`config.mk`:
```
export PLATFORM = sky130hd
export DESIGN_NAME = ascon_perm_unrolled
export DESIGN_NICKNAME = d
export VERILOG_FILES = /design/src/rtl/ascon_pkg.sv /design/src/rtl/ascon_round.sv /design/src/rtl/ascon_perm_unrolled.sv
export SDC_FILE = /design/constraint.sdc
export NUM_CORES = 2
export LEC_CHECK = 0
export CORE_ASPECT_RATIO = 1.75
export CORE_MARGIN = 2
export CORE_UTILIZATION = 45
export DETAILED_ROUTE_END_ITERATION = 12
export GPL_TIMING_DRIVEN = 0
export PLACE_DENSITY = 0.63
export REMOVE_ABC_BUFFERS = 1
export SYNTH_ARGS = -nofsm -noshare
export SYNTH_HDL_FRONTEND = slang
export SYNTH_SLANG_ARGS = --single-unit
export TNS_END_PERCENT = 5
```
`constraint.sdc`:
```
create_clock -name clk -period 10.2 [get_ports clk]
set_input_delay 1.53 -clock clk [delete_from_list [all_inputs] [get_ports clk]]
set_output_delay 1.53 -clock clk [all_outputs]
set_load 0.005 [all_outputs]
```
`src/rtl/ascon_pkg.sv`:
```
// Shared constants, FSM encoding and helpers for the unrolled Ascon permutation.
// Optional feature macro used by the top: ASCON_PERM_ABSORB_EN.
package ascon_pkg;

  localparam int BW         = 64;
  localparam int NUM_WORDS  = 5;
  localparam int MAX_ROUNDS = 12;

  // Linear-layer rotation pair for each state word x0..x4
  localparam int ROT_A [NUM_WORDS] = '{19, 61, 1, 10, 7};
  localparam int ROT_B [NUM_WORDS] = '{28, 39, 6, 17, 41};

  typedef enum logic [1:0] {
    ST_IDLE = 2'd0,
    ST_RUN  = 2'd1,
    ST_DONE = 2'd2
  } state_e;

  typedef logic [NUM_WORDS-1:0][BW-1:0] ascon_state_t;

  function automatic logic [7:0] rc(input logic [3:0] i);
    return 8'd240 - ({4'd0, i} * 8'd15);
  endfunction

  function automatic logic [BW-1:0] ror(input logic [BW-1:0] x, input int n);
    return (x >> n) | (x << (BW - n));
  endfunction

endpackage

```
`src/rtl/ascon_round.sv`:
```
// One combinational Ascon round (constant, bitsliced S-box, linear layer).
// When active_i is low the state passes through untouched.
module ascon_round
  import ascon_pkg::*;
(
  input  ascon_state_t state_i,
  input  logic [3:0]   rnd_i,
  input  logic         active_i,
  output ascon_state_t state_o
);

  ascon_state_t x;
  ascon_state_t t;
  ascon_state_t y;

  always_comb begin
    x = state_i;
    t = '0;
    y = '0;
    x[2] = x[2] ^ {{(BW-8){1'b0}}, rc(rnd_i)};
    x[0] = x[0] ^ x[4];
    x[4] = x[4] ^ x[3];
    x[2] = x[2] ^ x[1];
    for (int w = 0; w < NUM_WORDS; w++) begin
      t[w] = ~x[w] & x[(w + 1) % NUM_WORDS];
    end
    for (int w = 0; w < NUM_WORDS; w++) begin
      x[w] = x[w] ^ t[(w + 1) % NUM_WORDS];
    end
    x[1] = x[1] ^ x[0];
    x[0] = x[0] ^ x[4];
    x[3] = x[3] ^ x[2];
    x[2] = ~x[2];
    for (int w = 0; w < NUM_WORDS; w++) begin
      y[w] = x[w] ^ ror(x[w], ROT_A[w]) ^ ror(x[w], ROT_B[w]);
    end
    state_o = active_i ? y : state_i;
  end

endmodule

```
`src/rtl/ascon_perm_unrolled.sv`:
```
// Ascon permutation with runtime round count and UNROLL rounds per clock.
// `define ASCON_PERM_ABSORB_EN adds load_xor for XOR-absorb loads.
module ascon_perm_unrolled
  import ascon_pkg::*;
#(
  parameter int BW     = 64,
  parameter int UNROLL = 1,
  parameter int NR_W   = 4
) (
  input  logic            clk,
  input  logic            rstn,
  input  logic            load_en,
`ifdef ASCON_PERM_ABSORB_EN
  input  logic            load_xor,
`endif
  input  logic [2:0]      slice_idx,
  input  logic [BW-1:0]   slice_in,
  output logic [BW-1:0]   slice_out,
  input  logic            start,
  input  logic [NR_W-1:0] nr,
  output logic            ready,
  output logic            busy,
  output logic            done,
  output logic            err,
  output logic [3:0]      round
);

  state_e       fsm_q, fsm_d;
  logic [3:0]   rnd_q, rnd_d;
  ascon_state_t state_q, state_d;
  logic [BW-1:0] slice_out_q, slice_out_d;
  logic         err_q, err_d;
  ascon_state_t chain_out;
  logic         nr_ok;
  logic [4:0]   rnd_sum;

  // Stage k works on round rnd+k; stages past round 11 become bypasses.
  for (genvar k = 0; k < UNROLL; k++) begin : g_stage
    ascon_state_t s_in;
    ascon_state_t s_out;
    logic [4:0]   idx;
    if (k == 0) begin : g_first
      assign s_in = state_q;
    end else begin : g_next
      assign s_in = g_stage[k-1].s_out;
    end
    assign idx = {1'b0, rnd_q} + 5'(k);
    ascon_round u_round (
      .state_i  (s_in),
      .rnd_i    (idx[3:0]),
      .active_i (idx <= 5'd11),
      .state_o  (s_out)
    );
  end
  assign chain_out = g_stage[UNROLL-1].s_out;

  assign nr_ok   = (nr != '0) && (nr <= NR_W'(MAX_ROUNDS));
  assign rnd_sum = {1'b0, rnd_q} + 5'(UNROLL);

  always_comb begin
    fsm_d       = fsm_q;
    rnd_d       = rnd_q;
    state_d     = state_q;
    err_d       = 1'b0;
    slice_out_d = '0;
    for (int w = 0; w < NUM_WORDS; w++) begin
      if (slice_idx == 3'(w)) slice_out_d = state_q[w];
    end
    case (fsm_q)
      ST_IDLE: begin
        if (load_en) begin
          for (int w = 0; w < NUM_WORDS; w++) begin
            if (slice_idx == 3'(w)) begin
`ifdef ASCON_PERM_ABSORB_EN
              state_d[w] = load_xor ? (state_q[w] ^ slice_in) : slice_in;
`else
              state_d[w] = slice_in;
`endif
            end
          end
        end else if (start) begin
          if (nr_ok) begin
            rnd_d = 4'd12 - 4'(nr);
            fsm_d = ST_RUN;
          end else begin
            err_d = 1'b1;
          end
        end
      end
      ST_RUN: begin
        state_d = chain_out;
        rnd_d   = rnd_sum[3:0];
        if (rnd_sum >= 5'd12) begin
          fsm_d = ST_DONE;
          rnd_d = 4'd0;
        end
      end
      ST_DONE: begin
        fsm_d = ST_IDLE;
        rnd_d = 4'd0;
      end
      default: begin
        fsm_d = ST_IDLE;
        rnd_d = 4'd0;
      end
    endcase
  end

  always_ff @(posedge clk or negedge rstn) begin
    if (!rstn) begin
      fsm_q       <= ST_IDLE;
      rnd_q       <= 4'd0;
      state_q     <= '0;
      slice_out_q <= '0;
      err_q       <= 1'b0;
    end else begin
      fsm_q       <= fsm_d;
      rnd_q       <= rnd_d;
      state_q     <= state_d;
      slice_out_q <= slice_out_d;
      err_q       <= err_d;
    end
  end

  assign slice_out = slice_out_q;
  assign ready     = (fsm_q == ST_IDLE);
  assign busy      = (fsm_q == ST_RUN);
  assign done      = (fsm_q == ST_DONE);
  assign err       = err_q;
  assign round     = (fsm_q == ST_RUN) ? rnd_q : 4'd0;

endmodule

```
==> summary.md <==
| Metric | Value |
|---|---|
| Result of the run | `finished, violations left` |
| Violated checks | `capacitance limit, slew limit` |
| Master of the slowest instance on the critical path | `xnor2_1` |
| Detail Placement HPWL | `108200 µm` |
| Vias/cell | `roughly 5.9` |
| Vias after detailed routing | `about 29k` |
| Die height | `363.2 µm` |
| Slew of the pin with the lowest slew margin | `1.630 ns` |
| Worst setup margin | `4.986 ns` |
| Layout area overhead | `13.65%` |
| Endpoint type of the worst setup path | `flop` |
| GRT Util Overall | `37.87%` |
| Cell Area, Synth | `33180 µm²` |
| Number of fillers in the final layout | `6890` |
| Final instance area | `37710 µm²` |
| Chip width | `209.3 µm` |
| Syn Inst Count | `about 3.8k` |
| CP peak stage delay | `~0.65 ns` |
| Buffers on Ports | `146` |
| R2R depth | `16` |
| Commonest cells after routing, fill and taps aside | `xnor2_1, nand2_1, nor2_1` |
| Routed wire per std cell | `29.54 µm` |
| Largest cells by area after synthesis | `dfrtp_1, xnor2_1, xor2_1` |
| Adder-cell area share of the yosys netlist | `7.530%` |
| Total Die Area | `76020 µm²` |
| Detailed-routing iteration count for the pre-antenna-repair pass | `6` |
| Type of the worst min-delay path | `flop to flop` |
| Reg area | `9784 µm²` |
| Total setup violations reported at the end of the flow | `0` |
| Sequential fraction of the synthesis area | `29.49%` |
| Placeable core region | `72940 µm²` |
| Highest net fanout along the worst path | `9` |
| Post-CTS setup buffers | `0` |
| Proportion of synthesized area in mux cells | `3.767%` |
| Post-route clock period utilization | `51.12%` |
| Fraction of the mapped netlist area in compound gates | `12.81%` |
| Yosys reg bits | `approximately 390` |
| Number of gates resized after cts | `0` |
| Data arrival time at the worst-slack endpoint | `5.73 ns` |
| Cell chain of the critical path | `inv_1 > fa_1 > ha_1 > inv_1 > ha_1 > fa_1 > a21o_1 > a21oi_1 > xnor2_1 > ha_1 > xnor2_1 > xnor2_1 > xnor2_1 > xnor2_1 > nor2_1 > o31ai_1` |
| Initial cell density of the core | `45.49%` |
| Share of cells above drive strength 1 | `roughly 5.3%` |
| Number of global-route vias before repair | `around 28k` |
| Combined area of the multi-input logic cells | `22090 µm²` |
| Inserted Clock Buffers | `43` |
| Post-synthesis area per instance | `roughly 8.7 µm²` |
| Num rows | `131` |
| Critical path start-end classification | `flop to flop` |
| Req. time, crit path | `10.71 ns` |
| Clock-pin slew on the worst setup and hold paths | `0.07 ns` |
| Post-synthesis share of cell area spent on xor and xnor gates | `31.41%` |
| CP most frequent cell | `xnor2_1` |
| Routed Wire Length | `143300 µm` |
| Final Instance Count excl. Fillers | `4850` |
| Global-route wire length before repair | `203900 µm` |
| Largest family of logic cells by synthesized area | `XOR/XNOR gates` |
| RSZ-0062 raised after global routing | `false` |
| Dpl ws | `around 5 ns` |
| Leading register cell type out of synthesis | `dfrtp_1` |
| FFs w/ async S/R, synth | `100.0%` |
| Maximum clock frequency | `191.8 MHz` |
| Relative slew slack | `-9.459%` |
| Number of antenna violations at the first check in global routing | `1` |
| Post-synthesis cell type with the largest combined area | `dfrtp_1` |
| Number of failing hold endpoints at the final stage | `0` |
| Htree depth | `2` |
| Warnings, synthesis | `0` |
| Total count of max-transition violations in the final report | `22` |
| Number of enable-type register cells in the synthesized netlist | `0` |
| Cts-stage hold buffer count | `0` |
| Summed negative setup slack over all endpoints | `0 ns` |
| Maximum Capacitance Violations | `7` |
| WHS Path Cells | `2` |
| Post-placement cell area | `36050 µm²` |
| I/O Pins | `roughly 150` |
| Setup skew after layout | `0.01918 ns` |
| Clock tree sinks | `391` |
| Area share of the largest cell type after synthesis | `29.49%` |
| Unique masters post-synth | `54` |
| Iter 0 DRT Violations | `2980` |
| Clock tree from TritonCTS | `yes` |
| Most common library cell in the layout ignoring fill and taps | `xnor2_1` |
| DRC | `0` |
| Worst-Skew Late Latency | `0.62 ns` |
| Nets@finish | `just over 4k` |
| Startpoint type of the worst setup path | `flop` |
| Clock root buffer | `clkbuf_16` |
| Placed Instances | `roughly 4.8k` |
| Synthesized-area fraction occupied by and/or/nand/nor cells | `10.46%` |
| Residual antenna-violating net count after detailed routing | `0` |
| Deepest clock path buffer count | `3` |
| Maximum number of pins on one net before global-route repair | `130` |
| Minimum period implied by the final worst setup slack | `roughly 5.2 ns` |
| Placer Congestion | `1.051` |
| Total congestion overflow | `0` |
## final cells by class
| type | instances | share of cell area [%] |
|---|---|---|
| Timing Repair Buffer | 185 | 6.151 |
| Multi-Input combinational cell | 3044 | 58.58 |
| Clock inverter | 9 | 0.3981 |
| Antenna cell | 1 | 0.006635 |
| Tap cell | 931 | 3.089 |
| Inverter | 220 | 2.210 |
| Sequential cell | 391 | 25.94 |
| Clock buffer | 69 | 3.623 |
## path summary, 6_finish.rpt
| path | start | to | slack [ns] |
|---|---|---|---|
| setup / recovery | rnd_q[2] | g_stage[0].s_in[245] | 4.99 |
| hold / removal | g_stage[0].s_in[254] | g_stage[0].s_in[254] | 0.52 |
| setup reg to reg | rnd_q[2] | g_stage[0].s_in[245] | 4.99 |
| hold reg to reg | g_stage[0].s_in[254] | g_stage[0].s_in[254] | 0.52 |
| max in group asynchronous | rstn | g_stage[0].s_in[307] | 8.06 |
| min in group asynchronous | rstn | slice_out[44] | 0.85 |
## metrics by stage
| stage | hold WS [ns] | utilization [%] |
|---|---|---|
| 2_1_floorplan | 0.4709 | - |
| 3_3_place_gp | 0.4861 | 48.16 |
| 3_5_place_dp | 0.5005 | 49.42 |
| 4_1_cts | 0.5160 | 51.50 |
| 5_1_grt | 0.5547 | 51.70 |
| 6_report | 0.5180 | 51.71 |
## synthesized netlist by cell type, types with 2 or more instances
cell type / count
a31oi_1: 59
xnor2_2: 14
nand2_1: 460
a21o_1: 2
a221oi_2: 2
a21boi_0: 55
o22ai_1: 45
nor2b_1: 6
a21oi_1: 78
o21ai_0: 196
maj3_1: 43
or2_2: 2
nor3_1: 5
a2bb2oi_1: 3
buf_2: 50
xnor2_1: 902
a21boi_2: 2
nand2b_1: 3
a22oi_1: 46
o31ai_1: 127
maj3_2: 11
buf_1: 25
mux4_2: 20
ha_1: 149
xor2_1: 237
dfrtp_1: 391
nor2_1: 425
o211ai_1: 20
xnor3_1: 9
a21oi_2: 2
o21ai_1: 5
fa_1: 4
o21a_1: 18
a221o_1: 2
mux2_2: 10
and2_1: 2
mux2i_1: 66
clkbuf_1: 88
inv_1: 220
## layer usage
| layer | vias to the layer above | part of all wire (%) | GRT usage, % |
|---|---|---|---|
| met3 | 529 | 8.1 | 7.652 |
| li1 | 12670 | - | - |
| met1 | 14100 | 35 | 41.79 |
| met2 | 1486 | 45 | 59.86 |
| met5 | - | 0.013 | 0 |
| met4 | 2 | 13 | 38.04 |
## sequential cells by signal, indices dropped and copies added, names as in the netlist
register,cells
err,1
fsm_q,2
g_stage.s_in,320
rnd_q,4
slice_out,64
## critical path: cells and delay by family (launching register included)
family	cells	cell delay (ns)
adders and majority gates	5	1.76
and+or+nand+nor	1	0.09
buffers and inverters	2	0.28
AOI/OAI and AO/OA	3	0.59
xor gates and xnor gates	5	1.82
DFF	1	0.56
## cell families (layout without fill, tap and decap cells)
group	Yosys count	in the layout
compound gates	669	669
xor+xnor	1163	1163
fa+ha+maj	207	207
buf+inv	384	483
flops	391	391
mux	97	97
other cells	0	1
simple gates	908	908
Power is not shown: default switching activity piles up to over one toggle a cycle in this logic, so the estimate is an artifact.
